--- config.mk ---
export PLATFORM = sky130hd
export DESIGN_NAME = hazard_ctrl_flat
export DESIGN_NICKNAME = d
export VERILOG_FILES = /design/src/rtl/hazard_pkg.sv /design/src/rtl/hazard_ctrl_if.sv /design/src/rtl/forward_unit.sv /design/src/rtl/hazard_ctrl.sv /design/src/flat_wrapper.sv
export SDC_FILE = /design/constraint.sdc
export NUM_CORES = 1
export LEC_CHECK = 0
export ABC_AREA = 1
export ABC_CLOCK_PERIOD_IN_PS = 1440
export CORE_UTILIZATION = 31
export DETAILED_ROUTE_END_ITERATION = 8
export PLACE_DENSITY = 0.79
export SYNTH_ARGS = -nofsm -noshare
export SYNTH_HDL_FRONTEND = slang
export SYNTH_SLANG_ARGS = --single-unit
--- constraint.sdc ---
create_clock -name clk -period 1.44 [get_ports clk]
set_clock_uncertainty 0.05 [all_clocks]
set_input_delay 0.216 -clock clk [delete_from_list [all_inputs] [get_ports clk]]
set_output_delay 0.216 -clock clk [all_outputs]
set_load 0.01 [all_outputs]
--- src/rtl/hazard_pkg.sv ---
// Shared types and constants for the pipeline hazard controller.
package hazard_pkg;

  typedef enum logic [1:0] {
    FWD_RF  = 2'b00,
    FWD_WB  = 2'b01,
    FWD_MEM = 2'b10
  } fwd_sel_t;

  typedef enum logic {
    IDLE,
    WAIT
  } mem_state_t;

  localparam logic [1:0] RESULT_SRC_LOAD = 2'b01;

endpackage

--- src/rtl/hazard_ctrl_if.sv ---
// Bundle between the datapath (master) and the hazard controller (slave).
interface hazard_ctrl_if;

  logic [4:0]  Rs1D;
  logic [4:0]  Rs2D;
  logic [4:0]  Rs1E;
  logic [4:0]  Rs2E;
  logic [4:0]  RdE;
  logic [1:0]  ResultSrcE;
  logic        PCSrcE;
  logic [4:0]  RdM;
  logic        RegWriteM;
  logic        MemReqM;
  logic        MemReadyM;
  logic [4:0]  RdW;
  logic        RegWriteW;

  logic        StallF;
  logic        StallD;
  logic        StallE;
  logic        StallM;
  logic        FlushD;
  logic        FlushE;
  logic        FlushW;
  logic [1:0]  ForwardAE;
  logic [1:0]  ForwardBE;
  logic        MemErr;
  logic [31:0] StallCount;
  logic [31:0] FlushCount;

  modport master (
    output Rs1D, Rs2D, Rs1E, Rs2E, RdE, ResultSrcE, PCSrcE, RdM, RegWriteM,
           MemReqM, MemReadyM, RdW, RegWriteW,
    input  StallF, StallD, StallE, StallM, FlushD, FlushE, FlushW, ForwardAE,
           ForwardBE, MemErr, StallCount, FlushCount
  );

  modport slave (
    input  Rs1D, Rs2D, Rs1E, Rs2E, RdE, ResultSrcE, PCSrcE, RdM, RegWriteM,
           MemReqM, MemReadyM, RdW, RegWriteW,
    output StallF, StallD, StallE, StallM, FlushD, FlushE, FlushW, ForwardAE,
           ForwardBE, MemErr, StallCount, FlushCount
  );

endinterface

--- src/rtl/forward_unit.sv ---
// Operand bypass select for one ALU input; MEM result beats WB, x0 never forwarded.
import hazard_pkg::*;

module forward_unit (
  input  logic [4:0] rs_e_i,
  input  logic [4:0] rd_m_i,
  input  logic       reg_write_m_i,
  input  logic [4:0] rd_w_i,
  input  logic       reg_write_w_i,
  output fwd_sel_t   fwd_o
);

  always_comb begin
    fwd_o = FWD_RF;
    if (reg_write_m_i && (rd_m_i != 5'd0) && (rd_m_i == rs_e_i)) begin
      fwd_o = FWD_MEM;
    end else if (reg_write_w_i && (rd_w_i != 5'd0) && (rd_w_i == rs_e_i)) begin
      fwd_o = FWD_WB;
    end
  end

endmodule

--- src/rtl/hazard_ctrl.sv ---
// Stall/flush/forward control with a timed data-memory wait FSM.
// Optional perf counters are built when HAZARD_PERF_EN is defined.
import hazard_pkg::*;

module hazard_ctrl #(
  parameter int unsigned MEM_TIMEOUT = 15
) (
  input logic          clk,
  input logic          rst_n,
  hazard_ctrl_if.slave hz
);

  localparam logic [7:0] TimeoutCnt = MEM_TIMEOUT[7:0];

  mem_state_t state_q;
  logic [7:0] wait_cnt_q;
  logic       mem_err_q;
  logic       lw_stall;
  logic       timeout_hit;
  logic       mem_wait;
  fwd_sel_t   fwd_a;
  fwd_sel_t   fwd_b;

  forward_unit u_fwd_a (
    .rs_e_i        (hz.Rs1E),
    .rd_m_i        (hz.RdM),
    .reg_write_m_i (hz.RegWriteM),
    .rd_w_i        (hz.RdW),
    .reg_write_w_i (hz.RegWriteW),
    .fwd_o         (fwd_a)
  );

  forward_unit u_fwd_b (
    .rs_e_i        (hz.Rs2E),
    .rd_m_i        (hz.RdM),
    .reg_write_m_i (hz.RegWriteM),
    .rd_w_i        (hz.RdW),
    .reg_write_w_i (hz.RegWriteW),
    .fwd_o         (fwd_b)
  );

  always_comb begin
    lw_stall    = (hz.ResultSrcE == RESULT_SRC_LOAD) && (hz.RdE != 5'd0) &&
                  ((hz.RdE == hz.Rs1D) || (hz.RdE == hz.Rs2D));
    // Ready in the timeout cycle counts as normal completion.
    timeout_hit = (state_q == WAIT) && !hz.MemReadyM && (wait_cnt_q == TimeoutCnt);
    mem_wait    = hz.MemReqM && !hz.MemReadyM && !timeout_hit;
  end

  always_comb begin
    hz.ForwardAE = fwd_a;
    hz.ForwardBE = fwd_b;
    hz.MemErr    = mem_err_q;
    if (mem_wait) begin
      // EX is frozen, so load-use and branch redirects wait for release.
      hz.StallF = 1'b1;
      hz.StallD = 1'b1;
      hz.StallE = 1'b1;
      hz.StallM = 1'b1;
      hz.FlushD = 1'b0;
      hz.FlushE = 1'b0;
      hz.FlushW = 1'b1;
    end else begin
      hz.StallF = lw_stall;
      hz.StallD = lw_stall;
      hz.StallE = 1'b0;
      hz.StallM = 1'b0;
      hz.FlushD = hz.PCSrcE;
      hz.FlushE = lw_stall || hz.PCSrcE;
      hz.FlushW = 1'b0;
    end
  end

  always_ff @(posedge clk or negedge rst_n) begin
    if (!rst_n) begin
      state_q    <= IDLE;
      wait_cnt_q <= 8'd0;
      mem_err_q  <= 1'b0;
    end else begin
      mem_err_q <= timeout_hit;
      case (state_q)
        IDLE: begin
          if (mem_wait) begin
            state_q    <= WAIT;
            wait_cnt_q <= 8'd1;
          end
        end
        WAIT: begin
          if (hz.MemReadyM || timeout_hit) begin
            state_q    <= IDLE;
            wait_cnt_q <= 8'd0;
          end else begin
            wait_cnt_q <= wait_cnt_q + 8'd1;
          end
        end
        default: begin
          state_q    <= IDLE;
          wait_cnt_q <= 8'd0;
        end
      endcase
    end
  end

`ifdef HAZARD_PERF_EN
  logic [31:0] stall_cnt_q;
  logic [31:0] flush_cnt_q;

  always_ff @(posedge clk or negedge rst_n) begin
    if (!rst_n) begin
      stall_cnt_q <= 32'd0;
      flush_cnt_q <= 32'd0;
    end else begin
      if (hz.StallF && (stall_cnt_q != 32'hFFFF_FFFF)) stall_cnt_q <= stall_cnt_q + 32'd1;
      if (hz.FlushE && (flush_cnt_q != 32'hFFFF_FFFF)) flush_cnt_q <= flush_cnt_q + 32'd1;
    end
  end

  assign hz.StallCount = stall_cnt_q;
  assign hz.FlushCount = flush_cnt_q;
`else
  assign hz.StallCount = 32'h0;
  assign hz.FlushCount = 32'h0;
`endif

endmodule

--- src/flat_wrapper.sv ---
// flat-port wrapper written by rule: the top's interface ports become plain ports
module hazard_ctrl_flat 
#(
  parameter int unsigned MEM_TIMEOUT = 15
)
  (clk, rst_n, hz_Rs1D, hz_Rs2D, hz_Rs1E, hz_Rs2E, hz_RdE, hz_ResultSrcE, hz_PCSrcE, hz_RdM, hz_RegWriteM, hz_MemReqM, hz_MemReadyM, hz_RdW, hz_RegWriteW, hz_StallF, hz_StallD, hz_StallE, hz_StallM, hz_FlushD, hz_FlushE, hz_FlushW, hz_ForwardAE, hz_ForwardBE, hz_MemErr, hz_StallCount, hz_FlushCount);
  hazard_ctrl_if hz_i ();
  input logic clk;
  input logic rst_n;
  input wire logic [$bits(hz_i.Rs1D)-1:0] hz_Rs1D;
  input wire logic [$bits(hz_i.Rs2D)-1:0] hz_Rs2D;
  input wire logic [$bits(hz_i.Rs1E)-1:0] hz_Rs1E;
  input wire logic [$bits(hz_i.Rs2E)-1:0] hz_Rs2E;
  input wire logic [$bits(hz_i.RdE)-1:0] hz_RdE;
  input wire logic [$bits(hz_i.ResultSrcE)-1:0] hz_ResultSrcE;
  input wire logic [$bits(hz_i.PCSrcE)-1:0] hz_PCSrcE;
  input wire logic [$bits(hz_i.RdM)-1:0] hz_RdM;
  input wire logic [$bits(hz_i.RegWriteM)-1:0] hz_RegWriteM;
  input wire logic [$bits(hz_i.MemReqM)-1:0] hz_MemReqM;
  input wire logic [$bits(hz_i.MemReadyM)-1:0] hz_MemReadyM;
  input wire logic [$bits(hz_i.RdW)-1:0] hz_RdW;
  input wire logic [$bits(hz_i.RegWriteW)-1:0] hz_RegWriteW;
  output wire logic [$bits(hz_i.StallF)-1:0] hz_StallF;
  output wire logic [$bits(hz_i.StallD)-1:0] hz_StallD;
  output wire logic [$bits(hz_i.StallE)-1:0] hz_StallE;
  output wire logic [$bits(hz_i.StallM)-1:0] hz_StallM;
  output wire logic [$bits(hz_i.FlushD)-1:0] hz_FlushD;
  output wire logic [$bits(hz_i.FlushE)-1:0] hz_FlushE;
  output wire logic [$bits(hz_i.FlushW)-1:0] hz_FlushW;
  output wire logic [$bits(hz_i.ForwardAE)-1:0] hz_ForwardAE;
  output wire logic [$bits(hz_i.ForwardBE)-1:0] hz_ForwardBE;
  output wire logic [$bits(hz_i.MemErr)-1:0] hz_MemErr;
  output wire logic [$bits(hz_i.StallCount)-1:0] hz_StallCount;
  output wire logic [$bits(hz_i.FlushCount)-1:0] hz_FlushCount;
  assign hz_i.Rs1D = hz_Rs1D;
  assign hz_i.Rs2D = hz_Rs2D;
  assign hz_i.Rs1E = hz_Rs1E;
  assign hz_i.Rs2E = hz_Rs2E;
  assign hz_i.RdE = hz_RdE;
  assign hz_i.ResultSrcE = hz_ResultSrcE;
  assign hz_i.PCSrcE = hz_PCSrcE;
  assign hz_i.RdM = hz_RdM;
  assign hz_i.RegWriteM = hz_RegWriteM;
  assign hz_i.MemReqM = hz_MemReqM;
  assign hz_i.MemReadyM = hz_MemReadyM;
  assign hz_i.RdW = hz_RdW;
  assign hz_i.RegWriteW = hz_RegWriteW;
  assign hz_StallF = hz_i.StallF;
  assign hz_StallD = hz_i.StallD;
  assign hz_StallE = hz_i.StallE;
  assign hz_StallM = hz_i.StallM;
  assign hz_FlushD = hz_i.FlushD;
  assign hz_FlushE = hz_i.FlushE;
  assign hz_FlushW = hz_i.FlushW;
  assign hz_ForwardAE = hz_i.ForwardAE;
  assign hz_ForwardBE = hz_i.ForwardBE;
  assign hz_MemErr = hz_i.MemErr;
  assign hz_StallCount = hz_i.StallCount;
  assign hz_FlushCount = hz_i.FlushCount;
  hazard_ctrl #(.MEM_TIMEOUT(MEM_TIMEOUT)) u_core (.clk(clk), .rst_n(rst_n), .hz(hz_i));
endmodule
==> flow_metrics.tcl <==
set metrics [dict create \
    ys_seq_elements 10 \
    drt_iter0_markers 37 \
    fmax_ghz 0.586 \
    cp-start-kind "flop" \
    finalSetupViolations 10 \
    hold_viol 0 \
    grt_remaining_overflow 0 \
    die_y_um 73.6 \
    syn_avg_cell_area_um2 6.79 \
    synth_ff_type "dfrtp_1" \
    syn_to_final_growth_pct 43.8 \
    wire_per_inst_um 10.4 \
    startpoint "u_core.wait_cnt_q[0]" \
    die_area_um2 5420 \
    cts.sinks 10 \
    path_delay_family "simple AND/OR/NAND/NOR gates" \
    finish.utilization_pct 47.4 \
    drc 0 \
    required_ps 1170 \
    vias 1508 \
    synthArstFlopShare_pct 100 \
    critPathBufInv 1 \
    cts_tree "yes" \
    port_buffers 55 \
    max_stage_delay_ps 350 \
    power_density_nw_per_um2 544 \
    num_rows 25 \
    initial_core_util_pct 33.0 \
    routed_wl_um 4020 \
    fin_crit_sh_pct 119 \
    period_needed_ps 1710 \
    grt_pass1_wl_um 5930 \
    ys_types 24 \
    cts_buffer_depth 2 \
    power_w 0.00124 \
    r2r-start "u_core.wait_cnt_q[0]" \
    cts-root-buf "clkbuf_8" \
    grt_max_degree 11 \
    firstDrtPassIters 4 \
    drv_slew 0 \
    antenna_found_initial 0 \
    synthTopCellsByArea "buf_4, dfrtp_1, nand2_1, xnor2_1, inv_1" \
    critPathMaxFanout 5 \
    setup_ws_ps -267 \
    fill_cells 509 \
    path_clk_slew_ps 50 \
    drive_gt1_share_pct 31.3 \
    max_cap_viol_count 0 \
    ant_nets 0 \
    worstHoldPathType "primary input to async pin" \
    path_class "flop to primary output" \
    place_ws_ps -781 \
    yosys.area.top_type_share_pct 31.7 \
    stdcell_area_um2 2280 \
    finalNetCount 365 \
    ys_warn_count 0 \
    p_leak_nw 1.24 \
    place_congestion 0.810 \
    status "complete, but fails checks" \
    drt-vias-per-instance 3.91 \
    peakVddDrop_mv 0.496 \
    dpl_cell_area_um2 2140 \
    grt_pass1_vias 1428 \
    dieWidth_um 73.6 \
    hold_ws_ps 247 \
    synth-seq-area-share_pct 15.7 \
    path_cells "ha_2 > nand2_2 > nor2_4 > nand3_2 > nand2_4 > nand3_2 > nand2_2 > buf_6" \
    netlist_area_um2 1590 \
    cts_made_buffers 3 \
    clk_latency_ps 240 \
    rsz0062_at_grt "true" \
    core_area_um2 4820 \
    synth_edf_count 0 \
    cp.arrival_ps 1440 \
    synthCells 234 \
    slowest_stage "dfrtp_1" \
    synth_top_cell_by_area "buf_4" \
    worstSetupEndpointType "primary output" \
    htreeDepth 1 \
    dp_hpwl_um 3150 \
    globalRouteTotalUtil_pct 14.1 \
    antenna_cells 0 \
    violations "negative setup slack" \
    io_pins 120 \
    cts-hold-fix-buffers 0 \
]
[worst reg2reg max path: cells and delay by family (launching register included)]
family	cells	cell delay, ps
adder cells (fa/ha/maj)	1	190
AND/OR/NAND/NOR	7	620
buffers and inverters	2	210
flip-flops	1	350
[placed cells by master, fill, tap and decap left out]
master / n
conb_1: 64
nand2_1: 38
xnor2_2: 2
clkbuf_2: 11
nand2_4: 2
nor2_4: 1
dlygate4sd2_1: 11
nand2_2: 7
xnor2_1: 16
inv_2: 2
nand3b_1: 1
nand3_2: 3
buf_6: 10
buf_2: 9
nand4_4: 1
clkbuf_8: 4
inv_1: 28
nor3_2: 4
dfrtp_1: 10
nor2_1: 15
clkdlybuf4s15_1: 3
nor2_2: 4
buf_4: 28
o21ai_2: 1
xor2_1: 7
nand3_4: 2
o22ai_2: 7
o21ai_1: 4
ha_2: 1
nand4_1: 3
nand3_1: 6
inv_4: 1
dlymetal6s2s_1: 3
clkdlybuf4s50_1: 10
[flip-flops by register name (all words and copies together), names as in the netlist]
name               cells
u_core.wait_cnt_q      8
u_core.hz.MemErr       1
u_core.state_q         1
[synth_stat cells (2+ instances only)]
master / instances
buf_4: 67
dfrtp_1: 10
inv_1: 30
nand2_1: 42
nand2_2: 3
nand2_4: 2
nand3_1: 9
nand4_1: 3
nor2_1: 18
nor3_1: 4
o21ai_1: 4
o22ai_1: 7
xnor2_1: 18
xor2_1: 7
[per-layer routing]
layer  GRT usage (%)  wire (um)  vias to the layer above
met3            2.33        221                        8
met1            14.1       1450                      675
li1                -          -                      757
met4            3.21         76                        0
met2            29.5       2270                       68
met5               0          0                        -
[logic make-up after synthesis]
group | Yosys count | synth area share (%)
compound gates | 12 | 4.33
fa+ha+maj | 1 | 0.787
other cells | 1 | 0.236
flops | 10 | 15.7
buf+inv | 98 | 39.0
simple gates | 87 | 26.1
xor+xnor | 25 | 13.8
[final timing paths]
kind / slack [ps] / cells after the start / to
worst min-delay path: 250 / 1 / u_core.wait_cnt_q[7]
min in group clk: 590 / 3 / u_core.wait_cnt_q[0]
worst max-delay path: -270 / 8 / hz_FlushE
worst min register to register: 590 / 3 / u_core.wait_cnt_q[0]
max in group asynchronous: 770 / 1 / u_core.wait_cnt_q[6]
worst max register to register: -80 / 10 / u_core.wait_cnt_q[0]
[report_power, final]
| part | switching, W | leakage, nW | internal, W |
|---|---|---|---|
| Sequential | 0.0000110 | 0.135 | 0.000301 |
| Clock | 0.000117 | 0.0288 | 0.000241 |
| Combinational | 0.000315 | 1.07 | 0.000258 |
| Total | 0.000444 | 1.24 | 0.000799 |
[layout make-up]
cell class,count,area (um^2),area share [%]
Clock buffer,4,55.1,2.41
Inverter,31,119,5.20
Timing Repair Buffer,85,687,30.1
Sequential cell,10,250,11.0
Tap cell,67,83.8,3.67
Multi-Input combinational cell,189,1090,47.7
[timing repair]
action,in CTS,in global routing
pin swaps,26,33
resized for setup,103,56
setup endpoints to repair,11,20
buffers inserted,4,3
endpoints found under the hold margin,0,0
[through the flow]
step / TNS [ps] / std cells
after detailed placement: -7860 / 376
after CTS: -2210 / 384
after global placement: -7610 / 376
after floorplan: -10.3 / 297
final: -1770 / 386
after global routing: -2700 / 386
No activity file was read; power rests on OpenSTA's default activity.
